<file path="config.mk">
export PLATFORM = sky130hd
export DESIGN_NAME = bp_fe_queue_fifo
export DESIGN_NICKNAME = d
export VERILOG_FILES = /design/src/rtl/bp_fe_queue_fifo.sv
export SDC_FILE = /design/constraint.sdc
export NUM_CORES = 1
export LEC_CHECK = 0
export ABC_AREA = 1
export BUFFER_PORTS_ARGS = -buffer_cell sky130_fd_sc_hd__buf_2
export CORE_MARGIN = 2
export CORE_UTILIZATION = 60
export CTS_CLUSTER_SIZE = 12
export DETAILED_ROUTE_END_ITERATION = 10
export PLACE_DENSITY_LB_ADDON = 0.25
export SLEW_MARGIN = 40
export SYNTH_ARGS = -nofsm -noshare
export SYNTH_HDL_FRONTEND = slang
export SYNTH_SLANG_ARGS = --single-unit
export TNS_END_PERCENT = 50
</file>
<file path="constraint.sdc">
create_clock -name clk_i -period 9.6 [get_ports clk_i]
set_input_delay 0.48 -clock clk_i [delete_from_list [all_inputs] [get_ports clk_i]]
set_output_delay 0.48 -clock clk_i [all_outputs]
set_load 0.05 [all_outputs]
</file>
<file path="src/rtl/bp_fe_queue_fifo.sv">
// bp_fe_queue_fifo
//
// Checkpointed circular buffer between the front-end fetch queue and the
// back-end issue stage. Entries are written in order with a valid/ready
// handshake. The back end reads them speculatively through rptr and commits
// them later through cptr. Only a commit frees a slot, so an entry stays in
// the buffer until it retires and can be replayed by a roll-back.
//
// Ports
//   clk_i      sole clock, all state updates on the rising edge
//   reset_n_i  asynchronous active-low reset
//   data_i     entry from the front end
//   v_i        data_i valid
//   ready_o    space available (registered pointers only)
//   data_o     entry at the read pointer (meaningless when v_o = 0)
//   v_o        an unread entry is available
//   yumi_i     consume data_o, advancing the read pointer
//   deq_i      commit the oldest read-but-uncommitted entry
//   roll_i     rewind the read pointer to the commit pointer
//   clr_i      discard all unread entries
//   count_o    occupied slots, enq_ptr - cptr
module bp_fe_queue_fifo #(
    parameter  int els_p   = 8,
    parameter  int width_p = 128,
    localparam int ptr_w   = $clog2(els_p) + 1
) (
    input  logic               clk_i,
    input  logic               reset_n_i,
    input  logic [width_p-1:0] data_i,
    input  logic               v_i,
    output logic               ready_o,
    output logic [width_p-1:0] data_o,
    output logic               v_o,
    input  logic               yumi_i,
    input  logic               deq_i,
    input  logic               roll_i,
    input  logic               clr_i,
    output logic [ptr_w-1:0]   count_o
);

    localparam int idx_w = ptr_w - 1;

    // Storage is deliberately not reset; validity is carried by the pointers.
    logic [width_p-1:0] mem [els_p];

    // Each pointer carries one extra wrap bit above the slot index so that
    // full and empty can be told apart when the index bits match.
    logic [ptr_w-1:0] enq_ptr, rptr, cptr;
    logic [ptr_w-1:0] enq_ptr_n, rptr_n, cptr_n;

    logic full;
    logic wr_en;
    logic rd_en;
    logic cm_en;

    // Flags depend on registered pointers only.
    assign full    = (enq_ptr[idx_w-1:0] == cptr[idx_w-1:0])
                  && (enq_ptr[ptr_w-1]   != cptr[ptr_w-1]);
    assign ready_o = ~full;
    assign v_o     = (rptr != enq_ptr);
    assign count_o = enq_ptr - cptr;

    // A clear in the same cycle always discards the incoming entry.
    assign wr_en = v_i & ready_o & ~clr_i;
    // Reads only count when something is actually there to read.
    assign rd_en = yumi_i & v_o;
    // A commit can never overtake the speculative read pointer.
    assign cm_en = deq_i & (cptr != rptr);

    always_comb begin
        cptr_n    = cptr;
        rptr_n    = rptr;
        enq_ptr_n = enq_ptr;

        if (cm_en) begin
            cptr_n = cptr + ptr_w'(1);
        end

        // Roll-back targets the post-commit pointer so a same-cycle deq is
        // never lost.
        if (roll_i && clr_i) begin
            // Drop every uncommitted entry, read or not.
            rptr_n    = cptr_n;
            enq_ptr_n = cptr_n;
        end else if (clr_i) begin
            // Drop only the unread entries; read-but-uncommitted ones stay
            // so they can still be committed.
            enq_ptr_n = rptr;
        end else if (roll_i) begin
            rptr_n = cptr_n;
            if (wr_en) begin
                enq_ptr_n = enq_ptr + ptr_w'(1);
            end
        end else begin
            if (rd_en) begin
                rptr_n = rptr + ptr_w'(1);
            end
            if (wr_en) begin
                enq_ptr_n = enq_ptr + ptr_w'(1);
            end
        end
    end

    always_ff @(posedge clk_i or negedge reset_n_i) begin
        if (!reset_n_i) begin
            enq_ptr <= '0;
            rptr    <= '0;
            cptr    <= '0;
        end else begin
            enq_ptr <= enq_ptr_n;
            rptr    <= rptr_n;
            cptr    <= cptr_n;
        end
    end

    always_ff @(posedge clk_i) begin
        if (wr_en) begin
            mem[enq_ptr[idx_w-1:0]] <= data_i;
        end
    end

    // No bypass: a freshly written entry shows up one cycle later.
    assign data_o = mem[rptr[idx_w-1:0]];

endmodule
</file>
==> qor.yml, run 1 <==
grt_max_degree: 217
p_leak_nw: 15.5
synth.cell_area_um2: 40200
initial_core_util_pct: 60.9
die_x_um: 263
post_cts_resized: 0
slowest_stage: "dfrtp_4"
antenna_found_initial: 25
required_ps: 9120
post-route-util_pct: 68.6
worst_ep_arrival_time_ps: 4110
die_y_um: 263
grt_usage_pct: 26.7
cts_tree: "done"
synth_fp_nets: 3185
synth_cells: 3043
postSynth.asyncResetShare_pct: 1.16
drive_gt1_share_pct: 13.3
final_common_cell: "edfxtp_1"
startpoint_type: "flop"
synth.top_cell.area_share_pct: 76.5
synth_top_family_by_area: "compound AO/OA/AOI/OAI gates"
drt_wl_total_um: 92900
placement.io_buffers: 268
drv_cap: 0
finalSetupViolCount: 0
synth_warnings: 0
synth_compound_area_share_pct: 10.6
layout_common_cells: "edfxtp_1 (1024), nor2_1 (526), o21ai_0 (497)"
clock_sinks: 1036
synthSimpleGateAreaFrac_pct: 9.28
cts_root_buf: "clkbuf_16"
nets: 3398
synthToLayoutAreaGrowth_pct: 12.7
yosys.cell_types.count: 30
min_path_type: "in2reg"
num_rows: 94
finalNonFillerCells: 4187
dp.cells: 4013
yosys_register_bits: 1036
drc_errors: 0
critical_path_class: "reg2out"
cp_max_fo: 140
synthTopCellsByArea: "edfxtp_1 (77%), o21ai_0 (6.2%), nor2_1 (5.0%), o22ai_1 (4.0%), nand2_1 (4.0%)"
clk_latency_ps: 640
ir_worst_vdd_mv: 0.300
totalPowerFinal_mw: 15.1
cp.depth: 8
relSlewSlack_pct: 44.6
synthAdderAreaFrac_pct: 0.237
worst-slew-pin-transition_ps: 830
yosys.area.top_type: "edfxtp_1"
cp_slowest_stage_delay_ps: 810
max-clock-path-buffers: 3
wl_per_cell_um: 22.2
hold_violations: 0
report.final.slew_viol_count: 0
crit_family: "buffers and inverters"
p_per_area_nw_per_um2: 333
design.core.area_um2: 66000
drtPass1Iterations: 6
clock_skew_ps: 12.4
fin_setup_tns_ps: 0
vias: 25512
place_hpwl_um: 47100
crit_chain: "buf_12 -> buf_16 -> buf_6 -> o21ai_0 -> o22ai_1 -> nand2_1 -> nand2_1 -> buf_2"
fp.dieArea_um2: 69100
syn_area_per_cell_um2: 13.2
min_period_ps: 4590
clk_pin_slew_ps: 60
reg2reg_depth: 8
synth-edff-count: 1024
cts_max_level: 3
grt_overflow: 0
synth_seq_area_share_pct: 77.3
gp_congestion: 0.859
status: "finished clean"
cpMostUsedCell: "nand2_1"
max_freq_ghz: 0.218
rsz0062_at_grt: "false"
avgViaCountPerCell: 6.09
synthFlopType: "edfxtp_1"
min_delay_path_depth: 1
cts_inserted_buffers: 101
first_global_vias: 25541
synthMuxAreaShare_pct: 0
synth_xor_area_share_pct: 0.240
ios: 269
grt_pass1_wl_um: 142000
drtIter0Drc: 2851
path_buf_inv: 4
ant_nets: 0
endpoint_kind: "output port"
fin_crit_sh_pct: 47.8
final cells by class:
cell class	count	area (um^2)
clock buffers	140	2770
fillers	4465	20700
clock inverters	16	98.8
repair buffers	310	1880
diodes	14	35.0
inverters	20	97.6
well taps	864	1080
flip-flops and latches	1036	31100
multi-input cells	1787	8240
worst paths after layout:
kind,from,endpoint,slack (ps)
setup / recovery,rptr[0],data_o[107],5010
hold / removal,data_i[57],mem[5][57],100
setup reg to reg,enq_ptr[2],mem[0][9],5970
hold reg to reg,cptr[1],cptr[1],590
max in group asynchronous,reset_n_i,rptr[0],9070
min in group asynchronous,reset_n_i,rptr[3],270
report_power, final:
group | leakage (nW) | switching, mW | internal [mW]
Sequential | 9.38 | 0.164 | 5.36
Combinational | 4.73 | 4.61 | 1.41
Clock | 1.39 | 1.53 | 2.01
stage by stage:
stage | worst slack [ps] | cell area, um^2 | hold WS [ps]
after floorplan | 2260 | 40200 | 184
after global placement | 5640 | 42100 | 381
after detailed placement | 5840 | 42300 | 384
after CTS | 5150 | 45200 | 63.0
after global routing | 4790 | 45300 | 89.5
final | 5010 | 45300 | 100
flip-flops by register name, indices dropped and copies added (netlist names):
name,count
mem,1024
cptr,4
rptr,4
enq_ptr,4
Yosys cell counts (2+ instances only):
master    count
inv_4         2
and2_1        3
buf_1        12
clkbuf_1    105
nand2_1     426
a21oi_1       5
inv_1        17
o21ai_1      27
clkbuf_2     12
ha_1          6
nor2_1      534
o21ai_0     497
buf_4         3
dfrtp_1      12
o22ai_1     256
xor2_1       10
nand3_1      14
edfxtp_1   1024
buf_2        67
layer usage:
layer  track usage [%]  part of all wire, %  vias up
met5                 0                 0.16        -
met4              10.0                  2.7       22
met2              45.5                   49     1130
met3              4.75                  8.1      182
li1                  -                    -    11560
met1              34.5                   40    12618
worst register-to-register path: stages, from the launching register on:
cell and delay [ps]:
dfrtp_1 480, ha_1 380, nand2_1 100, inv_1 50
nand3_2 120, nand3_1 330, nor2_4 510, buf_4 640
buf_4 630
cells by family (layout without fill, tap and decap cells):
kind of cell	Yosys count	after routing
simple gates	982	982
fa+ha+maj	7	7
flops	1036	1036
buf+inv	220	486
other cells	0	14
xor+xnor	11	11
compound gates	787	787
timing repair:
action,CTS,global route
hold buffers,1,0
hold endpoints to repair,12,0
buffers inserted,0,0
(Power assumes the default switching activity.)
==> inputs of run 2 (changes only) <==
--- a/config.mk
+++ b/config.mk
@@ -8,7 +8,7 @@
 export ABC_AREA = 1
 export BUFFER_PORTS_ARGS = -buffer_cell sky130_fd_sc_hd__buf_2
 export CORE_MARGIN = 2
-export CORE_UTILIZATION = 60
+export CORE_UTILIZATION = 54
 export CTS_CLUSTER_SIZE = 12
 export DETAILED_ROUTE_END_ITERATION = 10
 export PLACE_DENSITY_LB_ADDON = 0.25
==> constraint.sdc (replaced) <==
create_clock -name clk_i -period 3.9 [get_ports clk_i]
set_input_delay 0.195 -clock clk_i [delete_from_list [all_inputs] [get_ports clk_i]]
set_output_delay 0.195 -clock clk_i [all_outputs]
set_load 0.05 [all_outputs]
==> run 2 against run 1 <==
  * Critical endpoint is now data_o[114]
  * Count of clock-buffer cells in the layout grew 1
  * Utilization shrank 5.0 points
  * Flip-flop and latch count is the same
  * Routed wire length grew 3.8%
  * First-iteration DRC count shrank 7.3%
  * Combinational power grew to 2.5 times the previous value
  * Highest routed layer unchanged
  * Clock power grew to 2.5 times the previous value
  * Global-route usage shrank 1.8 points
==> qor.yml, run 2 (synthesis gave the netlist of run 1 again) <==
grt_max_degree: 154  # was 217
min_path_type: "in2reg"  # unchanged
clock_skew_ps: 20.3  # was 12.4 ps
finalSetupViolCount: 0  # unchanged
drc_errors: 0  # unchanged
drtPass1Iterations: 6  # unchanged
antenna_found_initial: 11  # was 25
drive_gt1_share_pct: 13.4  # was 13.3%
required_ps: 3700  # was 9120 ps
die_y_um: 277  # was 263 um
placement.io_buffers: 268  # unchanged
cp.depth: 7  # was 8
cp_max_fo: 73  # was 140
avgViaCountPerCell: 5.86  # was 6.09
drtIter0Drc: 2642  # was 2851
die_x_um: 277  # was 263 um
synthToLayoutAreaGrowth_pct: 17.3  # was 12.7%
gp_congestion: 0.834  # was 0.859
power_frac_clock_pct: 23.7  # was 23.4%
clk_latency_ps: 660  # was 640 ps
worst-slew-pin-transition_ps: 800  # was 830 ps
vias: 26027  # was 25512
largest_register_ffs: 1024  # unchanged
initial_core_util_pct: 54.2  # was 60.9%
layout_common_cells: "edfxtp_1 (1024), nor2_1 (526), o21ai_0 (497)"  # unchanged
wl_per_cell_um: 21.7  # was 22.2 um
cpMostUsedCell: "nand2_1"  # unchanged
fillers: 5452  # was 4465
clk_pin_slew_ps: 60  # about the same
p_sw_share_pct: 41.9  # was 41.8%
critical_path_class: "reg2out"  # unchanged
dp.cells: 4132  # was 4013
path_buf_inv: 3  # was 4
p_leak_nw: 16.2  # was 15.5 nW
max-clock-path-buffers: 3  # unchanged
combinationalPowerShare_pct: 40.3  # was 39.9%
pwr-share-seq_pct: 36.0  # was 36.6%
grt_overflow: 0  # unchanged
critPathCapture: "data_o[114]"  # was data_o[107]
ant_nets: 0  # unchanged
reg2reg_depth: 7  # was 8
final_area_um2: 47100  # was 45300 um^2
r2r_end: "mem[5][39]"  # was mem[0][9]
cts_max_level: 3  # unchanged
num_rows: 100  # was 94
cts_inserted_buffers: 103  # was 101
grt_pass1_wl_um: 148000  # was 142000 um
p_per_area_nw_per_um2: 800  # was 333 nW/um^2
rsz0062_at_grt: "false"  # unchanged
fp.dieArea_um2: 76600  # was 69100 um^2
switchingPower_mw: 15.8  # was 6.31 mW
r2r_slack_ps: 1040  # was 5970 ps
finalNonFillerCells: 4440  # was 4187
nets: 3544  # was 3398
p_int_mw: 21.9  # was 8.77 mW
grt_usage_pct: 24.9  # was 26.7%
max_freq_ghz: 0.290
first_global_vias: 26214  # was 25541
drt_wl_total_um: 96400  # was 92900 um
r2r_start: "enq_ptr[2]"  # unchanged
ir_worst_vdd_mv: 0.688  # was 0.300 mV
report.final.slew_viol_count: 0  # unchanged
cp_slowest_stage_delay_ps: 670  # was 810 ps
fin_crit_sh_pct: 88.3
final_common_cell: "edfxtp_1"  # unchanged
worst_ep_arrival_time_ps: 3250  # was 4110 ps
min_period_ps: 3440
place_area_um2: 42800  # was 42300 um^2
crit_family: "buffers and inverters"  # unchanged
design.core.area_um2: 74100  # was 66000 um^2
place_hpwl_um: 49500  # was 47100 um
drv_cap: 0  # unchanged
slowest_stage: "dfrtp_4"  # unchanged
status: "finished clean"  # unchanged
endpoint_kind: "output port"  # unchanged
crit_chain: "inv_6 -> buf_4 -> o21ai_0 -> o22ai_1 -> nand2_1 -> nand2_1 -> buf_2"  # was buf_12 -> buf_16 -> buf_6 -> o21ai_0 -> o22ai_1 -> nand2_1 -> nand2_1 -> buf_2
cts_root_buf: "clkbuf_16"  # unchanged
cts_tree: "done"  # unchanged
hold_violations: 0  # unchanged
clock_sinks: 1036  # unchanged
startpoint_type: "flop"  # unchanged
ios: 269  # unchanged
startpoint: "rptr[1]"  # was rptr[0]
relSlewSlack_pct: 46.7  # was 44.6%
-- run 2: cell count changes in the layout (fill, tap and decap cells not counted), sizes merged --
| cell | change |
|---|---|
| buf | +11 |
| clkbuf | +1 |
| clkinv | +8 |
| clkinvlp | +1 |
| diode | -8 |
| dlygate4sd3 | +133 |
| inv | +2 |
-- run 2: final cells by class --
type	count	area [um^2]	share of cell area, %
flip-flops and latches	1036	31100	65.9
multi-input cells	1787	8240	17.5
repair buffers	454	3510	7.45
clock buffers	141	2780	5.90
well taps	969	1210	2.57
clock inverters	27	214	0.454
inverters	20	95.1	0.202
diodes	6	15.0	0.0319
-- run 2: repair_timing --
action                    4_1_cts  5_1_grt
hold endpoints to repair     1047        0
hold buffers                  134        0
gates resized for setup         0        0
setup buffers                   0        0
-- run 2: worst reg2reg max path, stage by stage (launching register included) --
cell	delay, ps
dfrtp_1	460
ha_1	380
nand2_1	90
inv_1	50
nand3_2	110
nand4_1	380
nor2_4	570
buf_4	450
-- run 2: worst min-delay path by stage --
stage	from	endpoint	slack (ps)	cells past startpoint
after floorplan	reset_n_i	cptr[0]	-100	0
after global placement	reset_n_i	rptr[3]	100	1
after detailed placement	reset_n_i	enq_ptr[3]	100	1
after CTS	yumi_i	rptr[0]	80	6
after global routing	yumi_i	rptr[0]	130	6
final	yumi_i	rptr[0]	120	6
-- run 2: routing by layer --
layer	track usage, %	routed length (um)	vias up
met5	0	71	-
met4	8.33	2440	12
met3	4.01	6950	172
met2	42.7	48600	1030
met1	32.6	38300	12949
li1	-	-	11864
-- run 2: power groups by stage --
stage               registers, mW  logic, mW  clock network (mW)
floorplan                    13.7       11.0                   0
global placement             13.8       14.7                   0
detailed placement           13.8       15.1                   0
CTS                          13.6       15.3                9.07
global route                 13.6       16.4                9.49
finish                       13.6       15.2                8.93
-- run 2: stage by stage --
step	util, %	TNS, ps	power (mW)	hold WS [ps]	setup WS, ps
after CTS	63.6	0	37.9	79.7	373
after global routing	63.6	0	39.5	131	317
after detailed placement	57.8	0	28.9	100	1080
after floorplan	-	-1368580	24.6	-101	-1360
final	63.6	0	37.7	121	456
after global placement	57.7	0	28.4	98.7	1080
